<file path="config.mk">
export PLATFORM = sky130hd
export DESIGN_NAME = histogram_rmw_sched_flat
export DESIGN_NICKNAME = d
export VERILOG_FILES = /design/src/rtl/histogram_rmw_sched_if.sv /design/src/rtl/histogram_rmw_sched.sv /design/src/flat_wrapper.sv
export SDC_FILE = /design/constraint.sdc
export NUM_CORES = 1
export LEC_CHECK = 0
export BUFFER_PORTS_ARGS = -buffer_cell sky130_fd_sc_hd__buf_2
export CAP_MARGIN = 20
export CORE_ASPECT_RATIO = 0.8
export CORE_MARGIN = 2
export CORE_UTILIZATION = 46
export CTS_CLUSTER_DIAMETER = 30
export DETAILED_ROUTE_END_ITERATION = 8
export PLACE_DENSITY_LB_ADDON = 0.2
export SETUP_SLACK_MARGIN = 0.02
export SLEW_MARGIN = 20
export SYNTH_ARGS = -nofsm -noshare
export SYNTH_HDL_FRONTEND = slang
export SYNTH_SLANG_ARGS = --single-unit
</file>
<file path="constraint.sdc">
create_clock -name clk -period 3.45 [get_ports clk]
set_clock_uncertainty 0.2 [all_clocks]
set_input_delay 1.035 -clock clk [delete_from_list [all_inputs] [get_ports clk]]
set_output_delay 1.035 -clock clk [all_outputs]
set_load 0.1 [all_outputs]
</file>
<file path="src/rtl/histogram_rmw_sched_if.sv">
`default_nettype none
// ============================================================================
// Module   : histogram_rmw_sched_if
// Brief    : Start/status and image/bin RAM port bundle for histogram_rmw_sched.
// Revision : 1.0
// ============================================================================
interface histogram_rmw_sched_if #(
   parameter int IMG_AW = 12,
   parameter int CNT_W  = 32
) ();
   logic              start;
   logic [IMG_AW:0]   len;
   logic              busy;
   logic              done;
   logic [IMG_AW-1:0] img_raddr;
   logic [7:0]        img_rdata;
   logic [7:0]        bin_raddr;
   logic [CNT_W-1:0]  bin_rdata;
   logic [7:0]        bin_waddr;
   logic [CNT_W-1:0]  bin_wdata;
   logic              bin_wen;

   // Side that requests the operation and hosts both RAMs
   modport master (
      output start, len, img_rdata, bin_rdata,
      input  busy, done, img_raddr, bin_raddr, bin_waddr, bin_wdata, bin_wen
   );

   // The histogram engine
   modport slave (
      input  start, len, img_rdata, bin_rdata,
      output busy, done, img_raddr, bin_raddr, bin_waddr, bin_wdata, bin_wen
   );
endinterface
`default_nettype wire

</file>
<file path="src/rtl/histogram_rmw_sched.sv">
`default_nettype none
// ============================================================================
// Module   : histogram_rmw_sched
// Brief    : Three-stage read-modify-write histogram engine over an image RAM.
//            HIST_RMW_FWD_EN: forward on bin hazards, otherwise stall one cycle.
// Revision : 1.0
// ============================================================================
module histogram_rmw_sched #(
   parameter int IMG_AW = 12,
   parameter int CNT_W  = 32
) (
   input wire clk,
   input wire rst,
   histogram_rmw_sched_if.slave bus
);
   localparam logic [1:0] ST_IDLE  = 2'd0;
   localparam logic [1:0] ST_RUN   = 2'd1;
   localparam logic [1:0] ST_DRAIN = 2'd2;
   localparam logic [1:0] ST_DONE  = 2'd3;

   logic [1:0]        r_state;
   logic              r_s0_vld;
   logic [IMG_AW-1:0] r_s0_addr;
   logic [IMG_AW:0]   r_rem;
   logic              r_s1_vld;
   logic              r_s2_vld;
   logic [7:0]        r_s2_pix;

   logic [7:0]        w_s1_pix;
   logic              w_hazard;
   logic              w_stall;
   logic [CNT_W-1:0]  w_base;
   logic [CNT_W-1:0]  w_wdata;
   logic              w_last_wr;

   assign w_hazard  = r_s1_vld & r_s2_vld & (w_s1_pix == r_s2_pix);
   assign w_wdata   = w_base + CNT_W'(1);
   assign w_last_wr = r_s2_vld & ~r_s1_vld & ~r_s0_vld;

`ifdef HIST_RMW_FWD_EN
   logic             r_fwd_vld;
   logic [CNT_W-1:0] r_fwd_val;

   assign w_s1_pix = bus.img_rdata;
   assign w_stall  = 1'b0;
   // The bin read issued alongside a same-bin write returned stale data
   assign w_base   = r_fwd_vld ? r_fwd_val : bus.bin_rdata;

   always_ff @(posedge clk) begin
      if (!rst) begin
         r_fwd_vld <= 1'b0;
         r_fwd_val <= '0;
      end else begin
         r_fwd_vld <= w_hazard;
         r_fwd_val <= w_wdata;
      end
   end
`else
   logic       r_s1_hold;
   logic [7:0] r_s1_pix;

   // During the replay cycle img_rdata belongs to the held S0 address
   assign w_s1_pix = r_s1_hold ? r_s1_pix : bus.img_rdata;
   assign w_stall  = w_hazard;
   assign w_base   = bus.bin_rdata;

   always_ff @(posedge clk) begin
      if (!rst) begin
         r_s1_hold <= 1'b0;
         r_s1_pix  <= '0;
      end else begin
         r_s1_hold <= w_stall;
         r_s1_pix  <= w_s1_pix;
      end
   end
`endif

   always_ff @(posedge clk) begin
      if (!rst) begin
         r_state   <= ST_IDLE;
         r_s0_vld  <= 1'b0;
         r_s0_addr <= '0;
         r_rem     <= '0;
         r_s1_vld  <= 1'b0;
         r_s2_vld  <= 1'b0;
         r_s2_pix  <= '0;
      end else begin
         r_s2_vld <= r_s1_vld & ~w_stall;
         r_s2_pix <= w_s1_pix;
         if (!w_stall) begin
            r_s1_vld <= r_s0_vld;
         end
         case (r_state)
            ST_IDLE: begin
               if (bus.start) begin
                  if (bus.len != '0) begin
                     r_state   <= ST_RUN;
                     r_s0_vld  <= 1'b1;
                     r_s0_addr <= '0;
                     r_rem     <= bus.len;
                  end else begin
                     r_state <= ST_DONE;
                  end
               end
            end
            ST_RUN: begin
               if (!w_stall) begin
                  r_rem <= r_rem - (IMG_AW+1)'(1);
                  // Address is not advanced past the last pixel, so len=2^IMG_AW never wraps
                  if (r_rem == (IMG_AW+1)'(1)) begin
                     r_s0_vld <= 1'b0;
                     r_state  <= ST_DRAIN;
                  end else begin
                     r_s0_addr <= r_s0_addr + IMG_AW'(1);
                  end
               end
            end
            ST_DRAIN: begin
               if (w_last_wr) begin
                  r_state <= ST_DONE;
               end
            end
            ST_DONE: begin
               r_state <= ST_IDLE;
            end
            default: begin
               r_state <= ST_IDLE;
            end
         endcase
      end
   end

   assign bus.busy      = (r_state == ST_RUN) | (r_state == ST_DRAIN);
   assign bus.done      = (r_state == ST_DONE);
   assign bus.img_raddr = r_s0_vld ? r_s0_addr : '0;
   assign bus.bin_raddr = r_s1_vld ? w_s1_pix : '0;
   assign bus.bin_waddr = r_s2_vld ? r_s2_pix : '0;
   assign bus.bin_wdata = r_s2_vld ? w_wdata : '0;
   assign bus.bin_wen   = r_s2_vld;
endmodule
`default_nettype wire
</file>
<file path="src/flat_wrapper.sv">
// flat-port wrapper written by rule: the top's interface ports become plain ports
module histogram_rmw_sched_flat 
#(
   parameter int IMG_AW = 12,
   parameter int CNT_W  = 32
)
  (clk, rst, bus_start, bus_len, bus_img_rdata, bus_bin_rdata, bus_busy, bus_done, bus_img_raddr, bus_bin_raddr, bus_bin_waddr, bus_bin_wdata, bus_bin_wen);
  histogram_rmw_sched_if #(.IMG_AW(IMG_AW), .CNT_W(CNT_W)) bus_i ();
  input wire clk;
  input wire rst;
  input wire logic [$bits(bus_i.start)-1:0] bus_start;
  input wire logic [$bits(bus_i.len)-1:0] bus_len;
  input wire logic [$bits(bus_i.img_rdata)-1:0] bus_img_rdata;
  input wire logic [$bits(bus_i.bin_rdata)-1:0] bus_bin_rdata;
  output wire logic [$bits(bus_i.busy)-1:0] bus_busy;
  output wire logic [$bits(bus_i.done)-1:0] bus_done;
  output wire logic [$bits(bus_i.img_raddr)-1:0] bus_img_raddr;
  output wire logic [$bits(bus_i.bin_raddr)-1:0] bus_bin_raddr;
  output wire logic [$bits(bus_i.bin_waddr)-1:0] bus_bin_waddr;
  output wire logic [$bits(bus_i.bin_wdata)-1:0] bus_bin_wdata;
  output wire logic [$bits(bus_i.bin_wen)-1:0] bus_bin_wen;
  assign bus_i.start = bus_start;
  assign bus_i.len = bus_len;
  assign bus_i.img_rdata = bus_img_rdata;
  assign bus_i.bin_rdata = bus_bin_rdata;
  assign bus_busy = bus_i.busy;
  assign bus_done = bus_i.done;
  assign bus_img_raddr = bus_i.img_raddr;
  assign bus_bin_raddr = bus_i.bin_raddr;
  assign bus_bin_waddr = bus_i.bin_waddr;
  assign bus_bin_wdata = bus_i.bin_wdata;
  assign bus_bin_wen = bus_i.bin_wen;
  histogram_rmw_sched #(.IMG_AW(IMG_AW), .CNT_W(CNT_W)) u_core (.clk(clk), .rst(rst), .bus(bus_i));
endmodule
</file>
# Word level (Yosys, flattened, before mapping)
# Cells that the tools add are included.
[totals]
register_bits = 39
input_bits = 56
output_inout_bits = 63
word_cells = 63
[classes]
add_sub_neg = 3
eq_ne = 11
muxes = 25
bitwise = 9
n_reduce_logical = 7
[op_table]
columns = ["operator", "n"]
rows = [
  ["two-way mux 12 bit", 5],
  ["two-way mux 13 bit", 3],
  ["adder 32 x 1 -> 32 bit (second input constant)", 1],
  ["two-way mux 32 bit", 1],
  ["case mux 13 bit (2 select lines)", 1],
  ["two-way mux 8 bit", 3],
  ["case mux 12 bit (2 select lines)", 1],
  ["== test 13 x 1 -> 1 bit (second input constant)", 1],
  ["nonzero test 13 bit", 1],
  ["subtractor 13 x 1 -> 13 bit (second input constant)", 1],
  ["adder 12 x 1 -> 12 bit (second input constant)", 1],
  ["two-way mux 2 bit", 5],
  ["AND reduction 5 bit", 2],
  ["== test 8 bit", 1],
  ["case mux 2 bit (4 select lines)", 1],
  ["AND reduction 4 bit", 2],
  ["!= test 2 x 1 -> 1 bit (second input constant)", 3],
  ["!= test 2 bit (second input constant)", 3],
  ["bitwise AND 1 bit", 5],
  ["== test 2 bit (second input constant)", 2],
  ["two-way mux 1 bit", 4],
  ["NOT 1 bit", 3],
  ["== test 2 x 1 -> 1 bit (second input constant)", 1],
  ["zero test 2 bit", 1],
  ["3 further kinds", 3],
]

# Longest topological paths before layout
[depth]
ltp_word = 5
mapped_depth = 9

# Least setup slack after synthesis
# Ideal clock, no wire load.
[synth_timing]
path_kind = "input -> output"
startpoint = "input port bus_bin_rdata[3]"
endpoint = "output port bus_bin_wdata[7]"
arrival_time_ns = 3.975
t_required_ns = 2.215
slack_ns = -1.760
stages = 4
path_buffers = 0
path_cell_list = "nand3_1 -> or2_2 -> or3_1 -> a21boi_0"
[synth_via]
elab_chain_len = 2
[synth_lines]
columns = ["item", "line_no", "text"]
rows = [
  ["start, declared", "flat_wrapper.sv:14", "input wire logic [$bits(bus_i.bin_rdata)-1:0] bus_bin_rdata;"],
  ["adder 32 x 1 -> 32 bit", "histogram_rmw_sched.sv:37", "assign w_wdata = w_base + CNT_W'(1);"],
  ["two-way mux 32 bit", "histogram_rmw_sched.sv:138", "assign bus.bin_wdata = r_s2_vld ? w_wdata : '0;"],
  ["end, declared", "flat_wrapper.sv:20", "output wire logic [$bits(bus_i.bin_wdata)-1:0] bus_bin_wdata;"],
]
# Every way passes these cells.

# Worst setup path after layout
[layout_timing]
startpoint = "input port bus_bin_rdata[0]"
endpoint = "output port bus_bin_wdata[24]"
# Same word-level chain as after synthesis.

==> impl_metrics.csv <==
group,metric,value,unit
floorplan,die_w,98.58,µm
yosys,synthArstFlopShare,0,%
global_route,antenna_found_initial,0,
clock_network,cts-root-buf,"clkbuf_8",
yosys,synthesis.instances,432,
clock_network,htreeDepth,2,
yosys,syn_nets,497,
worst_setup_path,worstPathRequired,2210,ps
yosys,synth-seq-cells,39,
pwr,p_per_area,479.9,nW/µm²
clock_network,clk_pin_slew,80,ps
global_route,grt_usage,28.73,%
worst_setup_path,r2r_slack,820,ps
floorplan,ios,119,
global_route,grt_overflow,0,
worst_setup_path,end_kind,"primary output",
yosys,syn_area,3292,µm²
detailed_routing,drc,0,
finish,drive_above_1_share,46.15,%
worst_setup_path,critPathKind,"in2out",
finish,instances_no_fill,685,
detailed_routing,vias,4042,
floorplan,fp.dieH,79.67,µm
worst_setup_path,setup.worst_path.start,"bus_bin_rdata[0]",
clock_network,cts_buffer_depth,2,
placement,dp_cells,665,
job,cap_violations,0,
sta,hold_viol,0,
clock_network,tritoncts,"done",
floorplan,start_util,47.77,%
clock_network,hold_buffers,0,
yosys,synth_warnings,0,
pwr,p_leak,2.344,nW
global_route,grt_first_pass_wirelength,18.55,mm
min_path,hp-class,"reg2reg",
yosys,synth.avg_cell_area,7.620,µm²
yosys,ys_seq_area_share,23.72,%
detailed_routing,wl,11.82,mm
detailed_routing,wl_per_cell,17.25,µm
sta,max_freq,0.2496,GHz
yosys,synth_cell_type_count,61,
worst_setup_path,arrival,2770,ps
finish,diodes,0,
sta,rsz0062_at_grt,"yes",
pwr,power.total,2.574,mW
yosys,synthFlopType,"dfxtp_1",
sta,relSlewSlack,34.87,%
sta,min_period,4007,ps
clock_network,cts_made_buffers,5,
placement,place_area,4927,µm²
sta,setup-tns-final,-8246,ps
worst_setup_path,critPathLaunchType,"primary input",
global_route,first_global_vias,3827,
sta,slew_viol_final,0,
detailed_routing,routed_via_density,5.901,
placement,portBuffers,118,
finish,layout.nets,662,
run_status,failed_checks,"setup timing",
floorplan,rows,27,
run_status,outcome,"finished with violations",
detailed_routing,drt-pass1-iter-count,6,
worst_setup_path,reg2reg_depth,7,
global_route,grt_max_degree,31,
worst_setup_path,crit_fanout,6,
worst_setup_path,endpoint,"bus_bin_wdata[24]",
finish,area_growth,62.94,%
clock_network,cts.sinks,39,
placement,place_hpwl,8.456,mm
placement,gp_congestion,0.9559,
sta,setup_viol,24,
worst_setup_path,rr_endpoint,"u_core.r_s0_addr[4]",
worst_setup_path,worst_r2r_startpoint,"u_core.r_rem[0]",
pwr,irDropWorstVdd,0.0009906,V
finish,nFillCells,458,
finish,utilization,77.83,%
clock_network,insertion_delay,300,ps
floorplan,core_area,6892,µm²
sta,tightest_slew,975.6,ps
sta,fin_ws,-556.6,ps
yosys,synth_edf_count,0,
floorplan,die-area,7853,µm²
finish,finalInstanceArea,5364,µm²
detailed_routing,first_iter_violations,295,
detailed_routing,final_antenna_net_count,0,
sta,period_share,116.1,%
==> how the worst min path moves through the flow <==
stage,start,endpoint,slack [ps],cells past startpoint
floorplan,u_core.r_rem[5],u_core.r_rem[5],240,2
global placement,u_core.r_rem[5],u_core.r_rem[5],260,2
detailed placement,u_core.r_s0_addr[8],u_core.r_s0_addr[8],280,2
CTS,u_core.r_rem[5],u_core.r_rem[5],290,2
global route,u_core.r_rem[5],u_core.r_rem[5],310,2
finish,u_core.r_rem[11],u_core.r_rem[11],290,2
==> metal layers <==
layer	wire length, µm	up-vias	global-route usage [%]
met5	0	-	0
met1	4883	1913	35.90
li1	-	1888	-
met4	340	0	8.630
met2	5733	209	51.77
met3	860	32	3.765
==> cells in the final DEF (no fill, tap or decap), drive strengths merged, types with 11 or more instances in the layout <==
cell | Yosys | routed
buf | 7 | 180
and2 | 50 | 50
nand2 | 44 | 44
dfxtp | 39 | 39
nor2 | 29 | 29
a21oi | 27 | 27
xnor2 | 18 | 18
and3 | 16 | 16
xor2 | 15 | 15
nand3 | 14 | 14
or3 | 14 | 14
nand4 | 13 | 13
nor2b | 13 | 13
mux2i | 11 | 11
nor3 | 11 | 11
==> synth_stat cells, types with 4 or more instances <==
library cell / instances / share of area [%]
mux2i_1: 9 / 2.7
buf_4: 4 / 0.91
clkbuf_1: 15 / 1.7
and2_1: 50 / 9.5
inv_1: 9 / 1.0
nor3_1: 11 / 1.7
nor4_1: 4 / 0.76
and3_1: 16 / 3.0
o21ai_1: 4 / 0.61
dfxtp_1: 39 / 24
o31ai_1: 5 / 1.1
a21oi_1: 27 / 4.1
nor2b_1: 13 / 2.5
nor2_1: 29 / 3.3
xor2_1: 15 / 4.0
a21boi_1: 4 / 0.91
o32ai_1: 7 / 1.9
nand3_1: 14 / 2.1
or3_1: 13 / 2.5
xnor2_1: 18 / 4.8
a31oi_1: 5 / 0.95
o21ai_0: 6 / 0.91
nand4_1: 13 / 2.5
ha_1: 9 / 3.4
nand2_1: 44 / 5.0
==> worst max-delay path: stages <==
cell     delay [ps]
buf_8            80
ha_4            130
nand4_1         190
nor3_2          330
and2_4          210
buf_6           110
nand4_1         140
xnor2_2         200
and2_4          180
buf_12          160
==> kinds of logic after synthesis <==
logic type | share of synthesized area [%]
adders and majority gates | 3.421
AOI/OAI and AO/OA | 18.40
xor gates and xnor gates | 8.780
muxes | 3.915
buffers and inverters | 4.561
DFF | 23.72
and+or+nand+nor | 37.21
==> repair_timing <==
action,in CTS,in global routing
resized for setup,40,17
buffers inserted,7,8
pin swaps,19,23
endpoints found under the setup margin,25,27
==> area by class of cell <==
class | count | area (µm²) | share of cell area [%]
Sequential cell | 39 | 780.7 | 14.56
Inverter | 10 | 37.54 | 0.6998
Multi-Input combinational cell | 361 | 2696 | 50.27
Timing Repair Buffer | 180 | 1628 | 30.35
Clock buffer | 5 | 68.82 | 1.283
Tap cell | 87 | 108.9 | 2.029
Clock inverter | 3 | 43.79 | 0.8164
==> sequential cells by signal (all words and copies together), names as in the netlist <==
register	cells
u_core.r_s1_hold	1
u_core.r_s1_vld	1
u_core.r_state	2
u_core.bus.bin_wen	1
u_core.r_s0_addr	12
u_core.r_s1_pix	8
u_core.r_s0_vld	1
u_core.r_rem	13
==> per-stage QoR <==
step	hold slack (ps)	setup WS [ps]
finish	290.5	-556.6
global route	305.6	-647.5
CTS	290.7	-355.8
detailed placement	275.9	-438.6
global placement	257.0	-384.7
floorplan	242.6	-573.8
==> report_power, final <==
group / internal (mW) / total (mW) / switching (mW)
combinational: 0.550 / 1.53 / 0.982
sequential: 0.533 / 0.652 / 0.120
clock: 0.215 / 0.390 / 0.174
total: 1.30 / 2.57 / 1.28
No activity file was read; power rests on OpenSTA's default activity.
